### config.mk
export PLATFORM = sky130hd
export DESIGN_NAME = dmem_write_arbiter
export DESIGN_NICKNAME = d
export VERILOG_FILES = /design/src/rtl/dmem_write_arbiter.sv
export SDC_FILE = /design/constraint.sdc
export NUM_CORES = 1
export LEC_CHECK = 0
export BUFFER_PORTS_ARGS = -buffer_cell sky130_fd_sc_hd__buf_2
export CAP_MARGIN = 20
export CORE_ASPECT_RATIO = 1.2
export CORE_UTILIZATION = 35
export DETAILED_ROUTE_END_ITERATION = 6
export GPL_TIMING_DRIVEN = 0
export HOLD_SLACK_MARGIN = 0.03
export PLACE_DENSITY = 0.65
export SLEW_MARGIN = 5
export SYNTH_ARGS = -nofsm -noshare
export SYNTH_HDL_FRONTEND = slang
export SYNTH_SLANG_ARGS = --single-unit
### constraint.sdc
create_clock -name clk -period 4.5 [get_ports clk]
set_input_delay 0.225 -clock clk [delete_from_list [all_inputs] [get_ports clk]]
set_output_delay 0.225 -clock clk [all_outputs]
set_load 0.03 [all_outputs]
### src/rtl/dmem_write_arbiter.sv
// Data-memory write-port arbiter: core stores are posted through a small FIFO,
// a secondary master writes directly, and the winner drives a registered write port.
module dmem_write_arbiter #(
  parameter int unsigned DEPTH        = 4,
  parameter int unsigned STARVE_LIMIT = 8
) (
  input  logic                     clk,
  input  logic                     rst_n,
  input  logic                     core_valid,
  output logic                     core_ready,
  input  logic [31:0]              core_addr,
  input  logic [31:0]              core_data,
  input  logic [3:0]               core_wmask,
  input  logic                     dma_valid,
  output logic                     dma_ready,
  input  logic [31:0]              dma_addr,
  input  logic [31:0]              dma_data,
  input  logic [3:0]               dma_wmask,
  input  logic                     mem_stall,
  output logic [31:0]              mem_addr,
  output logic [31:0]              mem_din,
  output logic [3:0]               mem_we,
  output logic                     store_pending,
  output logic [$clog2(DEPTH):0]   fifo_count
);

  localparam int unsigned AW = $clog2(DEPTH);
  localparam int unsigned CW = AW + 1;
  localparam int unsigned SW = $clog2(STARVE_LIMIT + 2);

  typedef struct packed {
    logic [31:0] addr;
    logic [31:0] data;
    logic [3:0]  mask;
  } wr_t;

  wr_t           r_fifo [DEPTH];
  logic [AW-1:0] r_wr_ptr;
  logic [AW-1:0] r_rd_ptr;
  logic [CW-1:0] r_count;
  logic [SW-1:0] r_starve;
  logic [31:0]   r_mem_addr;
  logic [31:0]   r_mem_din;
  logic [3:0]    r_mem_we;

  logic w_full;
  logic w_empty;
  logic w_push;
  logic w_pop;
  logic w_starved;
  logic w_grant_dma;
  wr_t  w_head;
  wr_t  w_core_wr;

  always_comb begin
    w_full      = (r_count == CW'(DEPTH));
    w_empty     = (r_count == '0);
    // Zero-mask stores complete the handshake but never occupy a slot.
    w_push      = core_valid && !w_full && (core_wmask != '0);
    w_starved   = (r_starve == SW'(STARVE_LIMIT));
    w_grant_dma = !mem_stall && dma_valid && (w_empty || w_starved);
    w_pop       = !mem_stall && !w_grant_dma && !w_empty;
    w_head      = r_fifo[r_rd_ptr];
    w_core_wr   = '{addr: core_addr, data: core_data, mask: core_wmask};
  end

  // Storage carries no reset; stale entries are unreachable once pointers clear.
  always_ff @(posedge clk) begin
    if (w_push) begin
      r_fifo[r_wr_ptr] <= w_core_wr;
    end
  end

  always_ff @(posedge clk or negedge rst_n) begin
    if (!rst_n) begin
      r_wr_ptr <= '0;
      r_rd_ptr <= '0;
      r_count  <= '0;
    end else begin
      if (w_push) begin
        r_wr_ptr <= r_wr_ptr + AW'(1);
      end
      if (w_pop) begin
        r_rd_ptr <= r_rd_ptr + AW'(1);
      end
      if (w_push && !w_pop) begin
        r_count <= r_count + CW'(1);
      end else if (w_pop && !w_push) begin
        r_count <= r_count - CW'(1);
      end
    end
  end

  // Stalled cycles are not counted as denials: the port was unavailable to everyone.
  always_ff @(posedge clk or negedge rst_n) begin
    if (!rst_n) begin
      r_starve <= '0;
    end else if (!dma_valid || w_grant_dma) begin
      r_starve <= '0;
    end else if (!mem_stall && !w_starved) begin
      r_starve <= r_starve + SW'(1);
    end
  end

  always_ff @(posedge clk or negedge rst_n) begin
    if (!rst_n) begin
      r_mem_addr <= '0;
      r_mem_din  <= '0;
      r_mem_we   <= '0;
    end else if (w_grant_dma) begin
      r_mem_addr <= dma_addr;
      r_mem_din  <= dma_data;
      r_mem_we   <= dma_wmask;
    end else if (w_pop) begin
      r_mem_addr <= w_head.addr;
      r_mem_din  <= w_head.data;
      r_mem_we   <= w_head.mask;
    end else begin
      r_mem_we   <= '0;
    end
  end

  always_comb begin
    core_ready    = !w_full;
    dma_ready     = w_grant_dma;
    mem_addr      = r_mem_addr;
    mem_din       = r_mem_din;
    mem_we        = r_mem_we;
    store_pending = !w_empty || (r_mem_we != '0);
    fifo_count    = r_count;
  end

endmodule

### After elaboration in Yosys (flattened, before gate mapping)

Memory sizes are Yosys's and may differ from the RTL's.
Index checks and enable logic that the tools add are counted.

| cells by class | value |
|---|---|
| add/sub/neg operators | 5 |
| equal/unequal tests | 2 |
| multiplexer cells | 12 |
| reductions and logical operators | 26 |

Operator list:

| kind | count |
|---|---|
| 32-bit 2-to-1 mux | 4 |
| 4-bit 2-to-1 mux | 4 |
| 1-bit logical AND | 9 |
| 1-bit zero test | 8 |
| 4-bit nonzero test | 2 |
| 3-bit 2-to-1 mux | 2 |
| 2-bit nonzero test | 3 |
| 2-bit by 1-bit adder with 2-bit output (second input constant) | 2 |
| 4-bit by 1-bit adder with 4-bit output (second input constant) | 1 |
| 4-bit == test (second input constant) | 1 |
| 3-bit by 1-bit adder with 3-bit output (second input constant) | 1 |
| 3-bit == test (second input constant) | 1 |
| 3-bit zero test | 1 |
| 1-bit logical OR | 3 |
| 3-bit by 1-bit subtractor with 3-bit output (second input constant) | 1 |
| 1-bit 2-to-1 mux | 2 |

| word-level totals | value |
|---|---|
| register bits | 79 |
| memory bits (writable) | 272 |
| input bits | 141 |
| output and inout port bits | 74 |
| logic and storage cells | 53 |
| memories | 1 |

Memories:

| memory | depth | bits a word | read ports | clocked after memory_dff | wr ports | line | RTL |
|---|---|---|---|---|---|---|---|
| r_fifo | 4 | 68 | 1 | 0 | 1 | 37 | `wr_t r_fifo [DEPTH];` |

### Depth between registers and ports, before layout

Gate-level depths: netlist of run 1.

| logic depth | value |
|---|---|
| depth in word-level cells | 9 |
| mapped depth | 11 |
| mapped depth without buffers | 11 |

### Worst setup path after synthesis of run 1

No wires, ideal clock.

| timing path | value |
|---|---|
| path type | reg2reg |
| from | register r_count[0], in the netlist fifo_count[0] |
| to | memory r_fifo[0][0] (netlist name), enable pin |
| setup time | 0.433 ns |
| arrival time | 2.781 ns |
| required time | 4.067 ns |
| setup slack | 1.285 ns |
| stages on the path, launching flop included | 4 |
| buffers on the path | 0 |
| clock period less this slack | 3.215 ns |
| cell sequence | dfrtp_1 > nor2_1 > a21oi_1 > and2_1 |

| between the ends | value |
|---|---|
| cells in the longest elaborated chain, start to end | 6 |

Ends and longest elaborated chain:

| what | line | RTL |
|---|---|---|
| start: declaration | 40 | `logic [CW-1:0] r_count;` |
| start signal: assignment | 87 | `r_count <= r_count + CW'(1);` |
| start signal: assignment | 89 | `r_count <= r_count - CW'(1);` |
| 3-bit == test | 56 | `w_full = (r_count == CW'(DEPTH));` |
| 1-bit zero test | 59 | `w_push = core_valid && !w_full && (core_wmask != '0);` |
| 1-bit logical AND (2 in a row) | 59 |  |
| named net w_push | 48 | `logic w_push;` |
| 1-bit 2-to-1 mux | 69 | `if (w_push) begin` |
| 1-bit 2-to-1 mux (not written as such) | 70 | `r_fifo[r_wr_ptr] <= w_core_wr;` |
| end: declaration | 37 |  |

The timed path passes the listed nets, and every way through them passes these cells.

### Worst setup path after layout of run 1

| timing path | value |
|---|---|
| from | register r_starve[0] |
| to | register r_count[1], in the netlist fifo_count[1] |

| between the ends | value |
|---|---|
| cells in the longest elaborated chain, start to end | 9 |
| elaborated cells between the ends (all ways) | 11 |
| classes of those cells | eq/ne (1); mux (1); reduce/logical (9) |

Ends and longest elaborated chain:

| what | line | RTL |
|---|---|---|
| start: declaration | 41 | `logic [SW-1:0] r_starve;` |
| start signal: assignment | 101 | `r_starve <= r_starve + SW'(1);` |
| 4-bit == test (*) | 60 | `w_starved = (r_starve == SW'(STARVE_LIMIT));` |
| 1-bit logical OR (*) | 61 | `w_grant_dma = !mem_stall && dma_valid && (w_empty \|\| w_starved);` |
| 1-bit logical AND (*) | 61 |  |
| 1-bit zero test (*) | 62 | `w_pop = !mem_stall && !w_grant_dma && !w_empty;` |
| 1-bit logical AND (*) (2 in a row) | 62 |  |
| 1-bit zero test | 86 | `if (w_push && !w_pop) begin` |
| 1-bit logical AND | 86 |  |
| 3-bit 2-to-1 mux or 2-bit nonzero test (tied branches) | - |  |

Mark *: on every way between the ends. The rest lies on a longest branch, timed or not.
A chain may end at the register's enable or synchronous reset.

==> results of run 1 <==
==> layout make-up <==
cell class	instances	share of cell area
clock buffers	50	0.0566
inverters	8	0.00161
plain buffers	45	0.0223
clock inverters	18	0.00978
multi-input cells	389	0.192
well taps	533	0.0357
diodes	1	0.000134
repair buffers	356	0.139
flip-flops and latches	351	0.543
==> tightest hold or removal path: cells and delay by family <==
family	cells	cell delay [ps]
compound gates	1	60
buf+inv	2	310
==> timing repair <==
action	CTS	global route
setup endpoints to repair	0	0
hold buffers	137	0
endpoints found under the hold margin	379	0
==> cell usage in the layout, fill, tap and decap left out, drive strengths merged, types with 4 or more instances in the layout <==
cell type and instances:
clkbuf 63, edfxtp 272, ha 7, clkinv 10, clkinvlp 4, nand2 72
dfrtp 79, mux4 68, buf 251, nor2 72, a21oi 136, a22oi 4
dlygate4sd3 137, inv 9, and2 4
==> per-stage QoR <==
step	instances	hold WS [ps]
floorplan	793	-70.6
global placement	1539	437
detailed placement	1545	264
CTS	1750	87.4
global route	1751	117
finish	1751	116
==> cells in the mapped netlist (3+ instances only) <==
master	number	area share
dfrtp_1	79	0.14
ha_1	7	0.0062
clkbuf_1	12	0.0032
xnor2_1	3	0.0019
and2_1	4	0.0018
mux4_2	68	0.11
xor2_1	3	0.0019
buf_12	13	0.018
a21oi_2	121	0.075
nand2_1	72	0.019
a21oi_1	15	0.0053
inv_1	7	0.0019
buf_2	18	0.0064
nor2_1	72	0.019
edfxtp_1	272	0.58
a22oi_1	4	0.0021
==> cell families after synthesis <==
family	count (synthesis)	synth area share
buf+inv	53	0.0315
compound gates	147	0.0857
simple gates	159	0.0461
fa+ha+maj	8	0.00760
xor+xnor	6	0.00371
flops	351	0.716
mux	69	0.109
==> power by group through the flow <==
stage,Combinational [mW],Clock (mW),Sequential (mW)
6_report,3.96,3.09,4.63
5_1_grt,4.30,3.29,4.71
4_1_cts,4.06,3.18,4.64
3_5_place_dp,3.95,0,4.70
3_3_place_gp,3.83,0,4.73
2_1_floorplan,2.12,0,5.32
==> state kept, by name, summed over array words and instances, names as in the netlist <==
name and cells:
mem_din 32, r_rd_ptr 2, fifo_count 3, mem_addr 32, r_starve 4, r_fifo 272
r_wr_ptr 2, mem_we 4
==> routing by layer <==
layer / wire [um] / share of wire / GRT usage / vias to the layer above
met5: 10 / 0.00030 / 0 / -
met4: 729 / 0.022 / 0.0468 / 2
met3: 1520 / 0.046 / 0.0280 / 50
met2: 17500 / 0.52 / 0.294 / 218
met1: 13600 / 0.41 / 0.201 / 4152
li1: - / - / - / 3837
==> final timing paths <==
path / startpoint / to / slack, ps / cells after the start
setup / recovery: r_starve[0] / fifo_count[1] / 1750 / 9
hold / removal: dma_valid / r_starve[0] / 120 / 3
setup reg to reg: r_starve[0] / fifo_count[1] / 1750 / 9
hold reg to reg: mem_din[7] / mem_din[7] / 510 / 2
max in group asynchronous: rst_n / mem_addr[1] / 3590 / 3
min in group asynchronous: rst_n / fifo_count[0] / 240 / 2
==> reports/results.tsv, run 1 <==
metric	value	unit
CTS tree	built	
initial antenna violation count	2	
DR WL/cell	19.0	um
synthesized flop and latch total	351	
initial cell density of the core	0.355	
htree depth	2	
sw power	3.92	mW
Fillers	3501	
antenna-violating nets left	0	
Design Area, Final	18700	um2
Num CTS Buffers	37	
drt pass-1 iters	4	
DP Worst Slack	1750	ps
area of the multi-input gates	3580	um2
gpl congestion	0.718	
grt total ovfl	0	
Clk network pwr share	0.264	
placed inst area	16100	um2
Avg Cell Area, Syn	17.9	um2
final slew viol count	0	
Pint	7.76	mW
clock transition at the registers of the reported paths	60	ps
Seq/Total Area, Yosys	0.716	
Via Count	8259	
CP Launch Type	flop	
Yosys Warn Count	0	
Fin. Hold Viols	0	
crit-path cells	inv_1 -> ha_1 -> and3b_1 -> a211oi_1 -> inv_1 -> ha_1 -> inv_1 -> fa_1 -> mux2_2	
DRT iter0 DRCs	379	
Sw Ratio	0.335	
first-pass GRT wire length	50.5	mm
Crit path max-delay family	adder cells	
post-layout util	0.469	
EDFF count, synth	272	
Longest Clk Path Bufs	3	
post-CTS setup buffers	0	
Overall Power	11.7	mW
power per cell area	625	nW/um2
sequential share of power	0.396	
max frequency	364	MHz
flip-flop and latch area	10100	um2
I/O Buffers	213	
CP Capture Type	flop	
Layout Area Growth over Synthesis	31.9	%
Die Wd	186	um
GRT Total Usage	0.164	
setup ws final	1750	ps
Post-CTS Resized	0	
largest net degree at the start of global routing	46	
Syn Nets	942	
layout cells sized above 1	0.417	
clk_lat worst skew	530	ps
number of global-route vias before repair	8822	
Ports	215	
post-synthesis async set-or-reset flop share	0.225	
setup TNS	0	ps
Hold Path Class	in -> reg	
Comb power frac	0.339	
max cap viols	0	
count of cell types in the netlist	36	
Residual DRC	0	
Final nets	1337	
synthesized instance count	793	
CP max stage delay	620	ps
drt total wl	33.3	mm
CORE AREA	39800	um2
crit path buf inv count	3	
CP dominant cell by count	inv_1	
Main synth FF type	edfxtp_1	
Leak Pwr	6.91	nW
overall die area	41300	um2
worst slew pin tran	1040	ps
peak supply drop	275	uV
status	completed	
Critical Path AT	3170	ps
# setup viols final	0	
post-route minimum period	2750	ps
RSZ-0062 raised after global routing	false	
vias per cell	4.72	
clk_skew	17.7	ps
Tcrit/Tclk final	0.611	
CP Max Fanout	5	
# rows	80	
Relative slew margins	0.307	
Root Driver	clkbuf_16	
WS Path Type	reg -> reg	
Required @ worst endpoint	4920	ps
CP max-delay cell	a211oi_1	
clock sinks	351	
Chip Height	222	um
DP HPWL	20.6	mm
Mapped Area	14200	um2
No activity file was read; power rests on OpenSTA's default activity.
==> run 2, diff against run 1 <==
Settings changed: ABC_AREA set to 1, PLACE_DENSITY 0.65 to 0.67.
Clock period 4.5 ns to 2.5 ns, I/O delays scaled along.
==> run 2 against run 1 <==
  * Sequential power grew 81%
  * Non-clock buffer count up 53
  * Synthesized area is 10% higher
  * Core utilization down 0.69 points
  * Highest routed layer unchanged
==> reports/results.tsv, run 2 <==
metric	value	unit	change
first-pass GRT wire length	66.1	mm	was 50.5 mm
Layout Area Growth over Synthesis	30.0	%	was 31.9%
CP max stage delay	400	ps	was 620 ps
post-layout util	0.462		was 0.469
commonest non-fill, non-tap cells in the layout	nand2_1 (608), buf_2 (272), edfxtp_1 (272)		was edfxtp_1 (272), buf_2 (230), dlygate4sd3_1 (137)
Ports	215		unchanged
post-route minimum period	2340	ps	was 2750 ps
number of global-route vias before repair	12200		was 8822
Root Driver	clkbuf_16		unchanged
Longest Clk Path Bufs	3		unchanged
diode count	0		was 1
flip-flop and latch area	10100	um2	about the same
htree depth	2		unchanged
Via Count	12200		was 8259
EDFF count, synth	272		unchanged
Die Wd	195	um	was 186 um
Final nets	2187		was 1337
Hold Path Class	in -> reg		unchanged
Design Area, Final	20300	um2	was 18700 um2
clock transition at the registers of the reported paths	60	ps	about the same
drt total wl	43.3	mm	was 33.3 mm
Mapped Area	15600	um2	was 14200 um2
worst r2r dst	fifo_count[2]		was fifo_count[1]
drt pass-1 iters	5		was 4
Syn Nets	1780		was 942
CORE AREA	43900	um2	was 39800 um2
worst slew pin tran	828	ps	was 1040 ps
CP dominant cell by count	nand2_4		was inv_1
share of the synthesized area in the top cell type	0.523		was 0.577
placed inst area	17700	um2	was 16100 um2
grt total ovfl	0		unchanged
leading area contributor after synthesis	edfxtp_1		unchanged
antenna-violating nets left	0		unchanged
Area contributors post-synth	edfxtp_1 (52%), nand2_1 (15%), dfrtp_1 (13%), nand3_1 (8.5%), inv_1 (6.5%)		was edfxtp_1 (58%), dfrtp_1 (14%), mux4_2 (11%), a21oi_2 (7.5%), nand2_1 (1.9%)
Critical Path AT	2760	ps	was 3170 ps
gpl congestion	0.795		was 0.718
Fillers	4141		was 3501
Seq/Total Area, Yosys	0.650		was 0.716
reg-to-reg setup timing slack	160	ps	was 1750 ps
Overall Power	22.9	mW	was 11.7 mW
R2R cell count	13		was 9
WS Path Type	reg -> reg		unchanged
max frequency	428	MHz	was 364 MHz
Yosys Warn Count	0		unchanged
top-count cell post-synth	nand2_1		was edfxtp_1
RSZ-0062 raised after global routing	false		unchanged
vias per cell	4.64		was 4.72
most common cell after layout, fill and taps aside	nand2_1		was edfxtp_1
final non-filler cell total	2626		was 1751
max reg flops	272		unchanged
Main synth FF type	edfxtp_1		unchanged
CP Capture Type	flop		unchanged
max cap viols	0		unchanged
Hold WS	317	ps	was 116 ps
Chip Height	233	um	was 222 um
clk_skew	20.8	ps	was 17.7 ps
Num CTS Buffers	37		unchanged
Required @ worst endpoint	2920	ps	was 4920 ps
DP HPWL	29.0	mm	was 20.6 mm
Residual DRC	0		unchanged
CP Launch Type	flop		unchanged
Tcrit/Tclk final	0.935		was 0.611
Relative slew margins	0.447		was 0.307
Fin. Hold Viols	0		unchanged
post-synthesis async set-or-reset flop share	0.225		unchanged
peak supply drop	568	uV	was 275 uV
reg-to-reg startpoint	r_starve[1]		was r_starve[0]
initial antenna violation count	1		was 2
largest reg by FF count	r_fifo		unchanged
Avg Cell Area, Syn	9.57	um2	was 17.9 um2
end point of the worst hold path	r_fifo[2][16]		was r_starve[0]
count of cell types in the netlist	26		was 36
power per cell area	1130	nW/um2	was 625 nW/um2
status	completed		unchanged
HP Start	core_data[12]		was dma_valid
clk_lat worst skew	560	ps	was 530 ps
DR WL/cell	16.5	um	was 19.0 um
clock sinks	351		unchanged
Hold Path Depth	2		was 3
largest net degree at the start of global routing	57		was 46
final slew viol count	0		unchanged
CP Max Fanout	8		was 5
synthesized instance count	1631		was 793
GRT Total Usage	0.192		was 0.164
# setup viols final	0		unchanged
layout cells sized above 1	0.181		was 0.417
CTS tree	built		unchanged
overall die area	45500	um2	was 41300 um2
I/O Buffers	214		was 213
synth cell count leaders	nand2_1 (609), edfxtp_1 (272), inv_1 (269)		was edfxtp_1 (272), a21oi_2 (121), dfrtp_1 (79)
crit-path cells	inv_1 -> ha_1 -> nand3_2 -> nand2_4 -> nand2_4 -> buf_12 -> nand2_4 -> ha_1 -> inv_1 -> fa_1 -> a21oi_1 -> o21ai_1 -> xor2_1		was inv_1 -> ha_1 -> and3b_1 -> a211oi_1 -> inv_1 -> ha_1 -> inv_1 -> fa_1 -> mux2_2
DP Cell Count	2414		was 1545
CP max-delay cell	dfrtp_1		was a211oi_1
initial cell density of the core	0.355		about the same
DRT iter0 DRCs	774		was 379
synthesized flop and latch total	351		unchanged
# rows	84		was 80
area of the multi-input gates	4020	um2	was 3580 um2
Leak Pwr	9.79	nW	was 6.91 nW
## run 2: metal layers
metal | track usage | wire length [um]
met1 | 0.224 | 17400
met3 | 0.0297 | 2500
met5 | 0 | 12
met4 | 0.0935 | 1750
met2 | 0.343 | 21700
## run 2: critical path, delay by kind of cell, from the launching register on
kind | cells | cell delay (ps)
adders and majority gates | 3 | 690
DFF | 1 | 400
xor gates and xnor gates | 1 | 140
AOI/OAI and AO/OA | 2 | 240
buffers and inverters | 3 | 330
and+or+nand+nor | 4 | 420
## run 2: cell type report
class                           instances  share of cell area
Sequential cell                       351               0.500
Clock inverter                         12             0.00542
Timing Repair Buffer                  368               0.135
Multi-Input combinational cell        920               0.198
Clock buffer                           56              0.0532
Inverter                              274              0.0507
Tap cell                              559              0.0344
Buffer                                 86              0.0240
## run 2: worst max path at each step
stage,from,end,slack [ps],depth (start not counted)
6_report,r_starve[1],fifo_count[2],160,13
5_1_grt,r_starve[1],fifo_count[2],20,13
4_1_cts,r_starve[0],fifo_count[2],20,13
3_5_place_dp,r_starve[0],fifo_count[2],-80,13
3_3_place_gp,fifo_count[0],r_fifo[0][34],-580,4
2_1_floorplan,fifo_count[0],r_fifo[0][0],90,4
## run 2: cell families (layout without fill, tap and decap cells)
| logic type | after synthesis | in the layout | share of synthesized area |
|---|---|---|---|
| multiplexers | 1 | 1 | 0.000721 |
| AO/OA/AOI/OAI | 10 | 10 | 0.00329 |
| flip-flops | 351 | 351 | 0.650 |
| buffers and inverters | 360 | 796 | 0.0966 |
| XOR/XNOR | 7 | 7 | 0.00393 |
| adder cells (fa/ha/maj) | 8 | 8 | 0.00689 |
| AND/OR/NAND/NOR | 894 | 894 | 0.239 |
## run 2: what timing repair did
action | in CTS | in global routing
setup buffers | 1 | 1
setup endpoints to repair | 3 | 2
cloned | 0 | 0
hold endpoints to repair | 425 | 0
hold buffers | 142 | 0
resized for setup | 3 | 3
## run 2: where the power goes
part / switching (mW) / internal [mW] / total (mW)
Clock: 2.20 / 3.19 / 5.39
Sequential: 0.530 / 7.84 / 8.37
Combinational: 6.34 / 2.79 / 9.13
## run 2: metrics by stage
step	worst slack, ps	TNS (ps)
4_1_cts	21.4	0
2_1_floorplan	86.5	0
5_1_grt	15.3	0
3_3_place_gp	-576	-151000
6_report	163	0
3_5_place_dp	-81.5	-149
